[src/rtl/sound_sequencer_pkg.sv]
// Shared definitions for the sound sequencer: state encoding, sound-event
// bit positions, default timing values and the fixed-priority pick helper.
package sound_sequencer_pkg;

    typedef enum logic [1:0] {
        ST_IDLE = 2'd0,
        ST_PLAY = 2'd1,
        ST_GAP  = 2'd2
    } seq_state_t;

    localparam int EV_WALL   = 0;
    localparam int EV_PADDLE = 1;
    localparam int EV_BRICK  = 2;
    localparam int EV_LIFE   = 3;

    localparam int unsigned DEF_MS_DIV  = 50000;
    localparam int unsigned DEF_NOTE_MS = 100;
    localparam int unsigned DEF_GAP_MS  = 20;

    localparam logic [31:0] DEF_DIV0 = 32'hBAA;
    localparam logic [31:0] DEF_DIV1 = 32'hA64;
    localparam logic [31:0] DEF_DIV2 = 32'h941;
    localparam logic [31:0] DEF_DIV3 = 32'h7C9;

    // Life lost outranks brick, paddle and wall hits.
    function automatic logic [1:0] highest_pending(input logic [3:0] p);
        if (p[EV_LIFE])        return 2'(EV_LIFE);
        else if (p[EV_BRICK])  return 2'(EV_BRICK);
        else if (p[EV_PADDLE]) return 2'(EV_PADDLE);
        else                   return 2'(EV_WALL);
    endfunction

endpackage

[src/rtl/sound_sequencer_ms_tick_gen.sv]
// Millisecond prescaler: one-cycle tick every MS_DIV clocks, restartable
// with a synchronous clear so each phase starts on a fresh millisecond.
module ms_tick_gen
    import sound_sequencer_pkg::*;
#(
    parameter int unsigned MS_DIV = DEF_MS_DIV
) (
    input  logic clk50mhz,
    input  logic reset,
    input  logic clear,
    output logic tick
);

    logic [31:0] cnt;

    assign tick = (cnt == MS_DIV - 1);

    // NOTE: sequential state is always written with non-blocking assignments
    // so every register samples values from before the clock edge.
    always_ff @(posedge clk50mhz) begin
        if (reset || clear || tick) begin
            cnt <= '0;
        end else begin
            cnt <= cnt + 32'd1;
        end
    end

endmodule

[src/rtl/sound_sequencer.sv]
// Game sound sequencer: latches sound events, plays one note at a time with a
// silent gap, and steps the external sine-ROM address using count enables.
module sound_sequencer
    import sound_sequencer_pkg::*;
#(
    parameter int unsigned MS_DIV  = DEF_MS_DIV,
    parameter int unsigned NOTE_MS = DEF_NOTE_MS,
    parameter int unsigned GAP_MS  = DEF_GAP_MS,
    parameter logic [31:0] DIV0    = DEF_DIV0,
    parameter logic [31:0] DIV1    = DEF_DIV1,
    parameter logic [31:0] DIV2    = DEF_DIV2,
    parameter logic [31:0] DIV3    = DEF_DIV3
) (
    input  logic       clk50mhz,
    input  logic       reset,
    input  logic [3:0] req,
    output logic [4:0] rom_addr,
    output logic       audio_en,
    output logic [1:0] note_id,
    output logic       busy
);

    seq_state_t  state, state_next;
    logic [3:0]  pending;
    logic [3:0]  grant_mask;
    logic [1:0]  grant_idx;
    logic        grant;
    logic        state_change;
    logic        ms_tick;
    logic        step;
    logic [31:0] div_cnt;
    logic [31:0] ms_cnt;
    logic [31:0] div_sel;

    assign audio_en     = (state == ST_PLAY);
    assign busy         = (state != ST_IDLE);
    assign state_change = (state_next != state);

    ms_tick_gen #(
        .MS_DIV(MS_DIV)
    ) u_ms_tick_gen (
        .clk50mhz(clk50mhz),
        .reset   (reset),
        .clear   (state_change || !busy),
        .tick    (ms_tick)
    );

    // NOTE: every signal written here gets a default first, so no path can
    // leave it unassigned and infer a latch.
    always_comb begin
        state_next = state;
        grant      = 1'b0;
        grant_idx  = highest_pending(pending);
        grant_mask = 4'b0000;
        case (state)
            ST_IDLE: begin
                if (pending != 4'b0000) begin
                    grant      = 1'b1;
                    grant_mask = 4'b0001 << grant_idx;
                    state_next = ST_PLAY;
                end
            end
            ST_PLAY: if (ms_tick && ms_cnt == NOTE_MS - 1) state_next = ST_GAP;
            ST_GAP:  if (ms_tick && ms_cnt == GAP_MS - 1)  state_next = ST_IDLE;
            default: state_next = ST_IDLE;
        endcase
    end

    always_comb begin
        case (note_id)
            2'd0:    div_sel = DIV0;
            2'd1:    div_sel = DIV1;
            2'd2:    div_sel = DIV2;
            default: div_sel = DIV3;
        endcase
    end

    // A divisor of 0 or 1 advances the ROM address on every cycle.
    assign step = (div_sel <= 32'd1) || (div_cnt == div_sel - 32'd1);

    always_ff @(posedge clk50mhz) begin
        if (reset) begin
            state <= ST_IDLE;
        end else begin
            state <= state_next;
        end
    end

    always_ff @(posedge clk50mhz) begin
        if (reset) begin
            pending  <= '0;
            note_id  <= '0;
            rom_addr <= '0;
            div_cnt  <= '0;
            ms_cnt   <= '0;
        end else begin
            // The grant clear wins over a same-cycle request for that event.
            pending <= (pending | req) & ~grant_mask;
            if (grant) begin
                note_id  <= grant_idx;
                rom_addr <= '0;
                div_cnt  <= '0;
                ms_cnt   <= '0;
            end else if (state_change) begin
                rom_addr <= '0;
                div_cnt  <= '0;
                ms_cnt   <= '0;
            end else begin
                if (ms_tick && busy) begin
                    ms_cnt <= ms_cnt + 32'd1;
                end
                if (state == ST_PLAY) begin
                    if (step) begin
                        div_cnt  <= '0;
                        rom_addr <= rom_addr + 5'd1;
                    end else begin
                        div_cnt  <= div_cnt + 32'd1;
                    end
                end
            end
        end
    end

endmodule

[config.mk]
export PLATFORM = sky130hd
export DESIGN_NAME = sound_sequencer
export DESIGN_NICKNAME = d
export VERILOG_FILES = /design/src/rtl/sound_sequencer_pkg.sv /design/src/rtl/sound_sequencer_ms_tick_gen.sv /design/src/rtl/sound_sequencer.sv
export SDC_FILE = /design/constraint.sdc
export NUM_CORES = 1
export LEC_CHECK = 0
export BUFFER_PORTS_ARGS = -buffer_cell sky130_fd_sc_hd__clkbuf_2
export CORE_ASPECT_RATIO = 1.75
export CORE_UTILIZATION = 65
export CTS_CLUSTER_DIAMETER = 50
export CTS_CLUSTER_SIZE = 10
export DETAILED_ROUTE_END_ITERATION = 8
export GPL_ROUTABILITY_DRIVEN = 1
export PLACE_DENSITY = 0.93
export SETUP_SLACK_MARGIN = 0.3
export SLEW_MARGIN = 5
export SYNTH_ARGS = -nofsm -noshare
export SYNTH_HDL_FRONTEND = slang
export SYNTH_SLANG_ARGS = --single-unit
[constraint.sdc]
create_clock -name clk50mhz -period 7.6 [get_ports clk50mhz]
set_input_delay 1.9 -clock clk50mhz [delete_from_list [all_inputs] [get_ports clk50mhz]]
set_output_delay 1.9 -clock clk50mhz [all_outputs]
set_load 0.03 [all_outputs]
==> metrics.cfg <==
[place]
globalplace.congestion = 0.8379
dp_hpwl_um = 8069
portBuffers = 14
dp_cells = 721

[worst_setup_path]
critical_path_class = reg -> out
worst_ep_required_time_ps = 5700
startpoint_type = flip-flop
end_kind = output port
cp_max_fo = 14
cp_slowest_cell = nand2b_1
timing.rr.start = note_id[0]$_SDFFE_PP0P_
crit_chain = nand2b_1, clkinv_1, clkbuf_2
cp-startpoint = state[1]$_SDFF_PP0_
cpPeakStageDelay_ps = 450
arrival_ps = 1910

[logic_synthesis]
synth_nets = 651
syn_area_per_cell_um2 = 8.517
synth_top_cell_area_share_pct = 40.47
synth_largest_area_cell = dfxtp_1
synth_edf_count = 0
yosys-top-cells-area = dfxtp_1, xor2_1, nor2_1
synthDistinctLibCells = 56
syn_area_mm2 = 0.005391
synth_cells = 633
synthArstFlopShare_pct = 0
yosysSeqAreaShare_pct = 40.47
yosysWarnings = 0
synth_ff_type = dfxtp_1
synth_seq_cells = 109

[sta]
min_period_ps = 3813
slew_headroom_pct = 16.74
fin_crit_sh_pct = 50.17
fin_worst_skew_ps = 9.507
slew_violations = 0
holdWs_ps = 448.9
rsz0062_at_grt = no
setup_viol = 0
fmax_mhz = 262.3
worst_pin_slew_ps = 1245
final-hold-violation-count = 0
setup_tns_ps = 0

[power]
p_leak_uw = 0.002042
p_seq_share_pct = 51.2
power_uw = 1140
ir_drop_mv = 0.1774
internal-power_uw = 859.2
power_switching_uw = 280.5
power_frac_clock_pct = 42.0
power_density_mw_per_mm2 = 196.2
switching_share_pct = 24.61
p_comb_share_pct = 6.8

[clocking]
postCtsSetupRepairBufs = 0
post_cts_resize_count = 0
htreeDepth = 3
clockBufferDepth = 2
clock_latency_ps = 360
cts_buffers = 9
clockRootBuffer = clkbuf_16
cts_tree = built
postCtsHoldBufs = 0
clk_pin_slew_ps = 70
clock_sinks = 109

[finish]
area_growth_pct = 7.728
drive_gt1_share_pct = 6.955
finalNonFillerCells = 737
antenna_cells = 0
layout.nets = 660

[die]
die_x_um = 70.85
fp-row-count = 43
core_area_mm2 = 0.007963
start_util_pct = 67.71
ios = 15
dieHeight_um = 122.5
die-area_mm2 = 0.008677

[grt]
overflow = 0
grt_use_total_pct = 28.08
antenna_found_initial = 0
grt_pass1_wl_um = 19540
grt_max_degree = 38
grt_pass1_vias = 4490

[worst_hold_path]
hold_path.class = reg -> reg
hp-start = u_ms_tick_gen.cnt[0]$_SDFF_PP0_

[routing]
wl_um = 11440
vias = 4599
first_pass_iters = 5
ant_nets = 0
viasPerCell = 6.240
drt_iter0_drc = 248
wl_per_cell_um = 15.52
drc = 0

[run_status]
status = finished, final reports clean

[job]
maxCapViolations = 0

==> placed cells by master, fill, tap and decap left out, drive strengths merged, types with 4 or more instances in the layout <==
master / instances
nor2: 121
dfxtp: 109
xor2: 59
nand2: 48
nand3: 40
xnor2: 35
nor4: 30
nand4: 26
and3: 23
clkbuf: 23
inv: 16
and4: 13
ha: 12
a21oi: 11
nor3: 9
and2: 7
or3: 5
nor3b: 5
a31oi: 5
a211oi: 4
o211ai: 4
==> final timing paths <==
kind | cells after the start | end | slack, ps
max | 3 | audio_en | 3790
min | 1 | u_ms_tick_gen.cnt[0]$_SDFF_PP0_ | 450
max reg2reg | 8 | div_cnt[6]$_SDFFE_PP0P_ | 4460
min reg2reg | 1 | u_ms_tick_gen.cnt[0]$_SDFF_PP0_ | 450
==> worst max-delay path, delay by kind of cell (launching register included) <==
family	cells	cell delay, ps
buffers and inverters	2	700
flip-flops	1	420
AND/OR/NAND/NOR	1	450
==> registers in the layout, indices dropped and copies added, names as in the netlist <==
| register | count |
|---|---|
| ms_cnt | 32 |
| state | 2 |
| pending | 4 |
| div_cnt | 32 |
| u_ms_tick_gen.cnt | 32 |
| rom_addr | 5 |
| note_id | 2 |
==> cells in the mapped netlist (all sizes together) (2+ instances only) <==
cell / n
a211oi: 4
a21oi: 11
a31oi: 5
and2: 7
and3: 23
and4: 13
buf: 12
clkbuf: 6
dfxtp: 109
ha: 12
inv: 13
nand2: 48
nand2b: 3
nand3: 40
nand3b: 2
nand4: 26
nor2: 121
nor3: 9
nor3b: 5
nor4: 30
nor4b: 2
o211ai: 4
o21a: 3
o21ai: 3
o31ai: 3
or3: 5
or4: 3
xnor2: 35
xor2: 59
==> per-layer routing <==
metal	wire length, um	track usage [%]
met5	0	0
met4	346	15.88
met3	467	6.158
met2	6123	50.90
met1	4500	29.67
==> area by class of cell <==
| cell class | instances | area [um^2] |
|---|---|---|
| Multi-Input combinational cell | 492 | 3070 |
| Tap cell | 90 | 112.6 |
| Inverter | 14 | 52.55 |
| Fill cell | 548 | 2155 |
| Timing Repair Buffer | 16 | 85.08 |
| Clock inverter | 7 | 80.08 |
| Sequential cell | 109 | 2182 |
| Clock buffer | 9 | 225.2 |
==> per-stage QoR <==
| stage | util, % | setup WS, ps | instance area [um^2] |
|---|---|---|---|
| 5_1_grt | 72.94 | 3691 | 5808 |
| 3_3_place_gp | 69.11 | 3964 | 5503 |
| 6_report | 72.94 | 3787 | 5808 |
| 2_1_floorplan | - | 4335 | 5391 |
| 4_1_cts | 72.94 | 3799 | 5808 |
| 3_5_place_dp | 69.11 | 3839 | 5503 |
==> power groups by stage <==
| stage | registers [uW] | clock network, uW | logic [uW] |
|---|---|---|---|
| after global routing | 585 | 506 | 84.9 |
| after detailed placement | 597 | 0 | 76.9 |
| final | 584 | 478 | 77.5 |
| after CTS | 583 | 485 | 77.6 |
| after floorplan | 598 | 0 | 59.2 |
| after global placement | 596 | 0 | 74.3 |
==> cells by family after synthesis <==
| group | synth area share (%) |
|---|---|
| mux | 0.1857 |
| simple gates | 32.77 |
| xor+xnor | 15.27 |
| compound gates | 5.941 |
| flops | 40.47 |
| fa+ha+maj | 2.785 |
| buf+inv | 2.576 |
(Power assumes the default switching activity.)
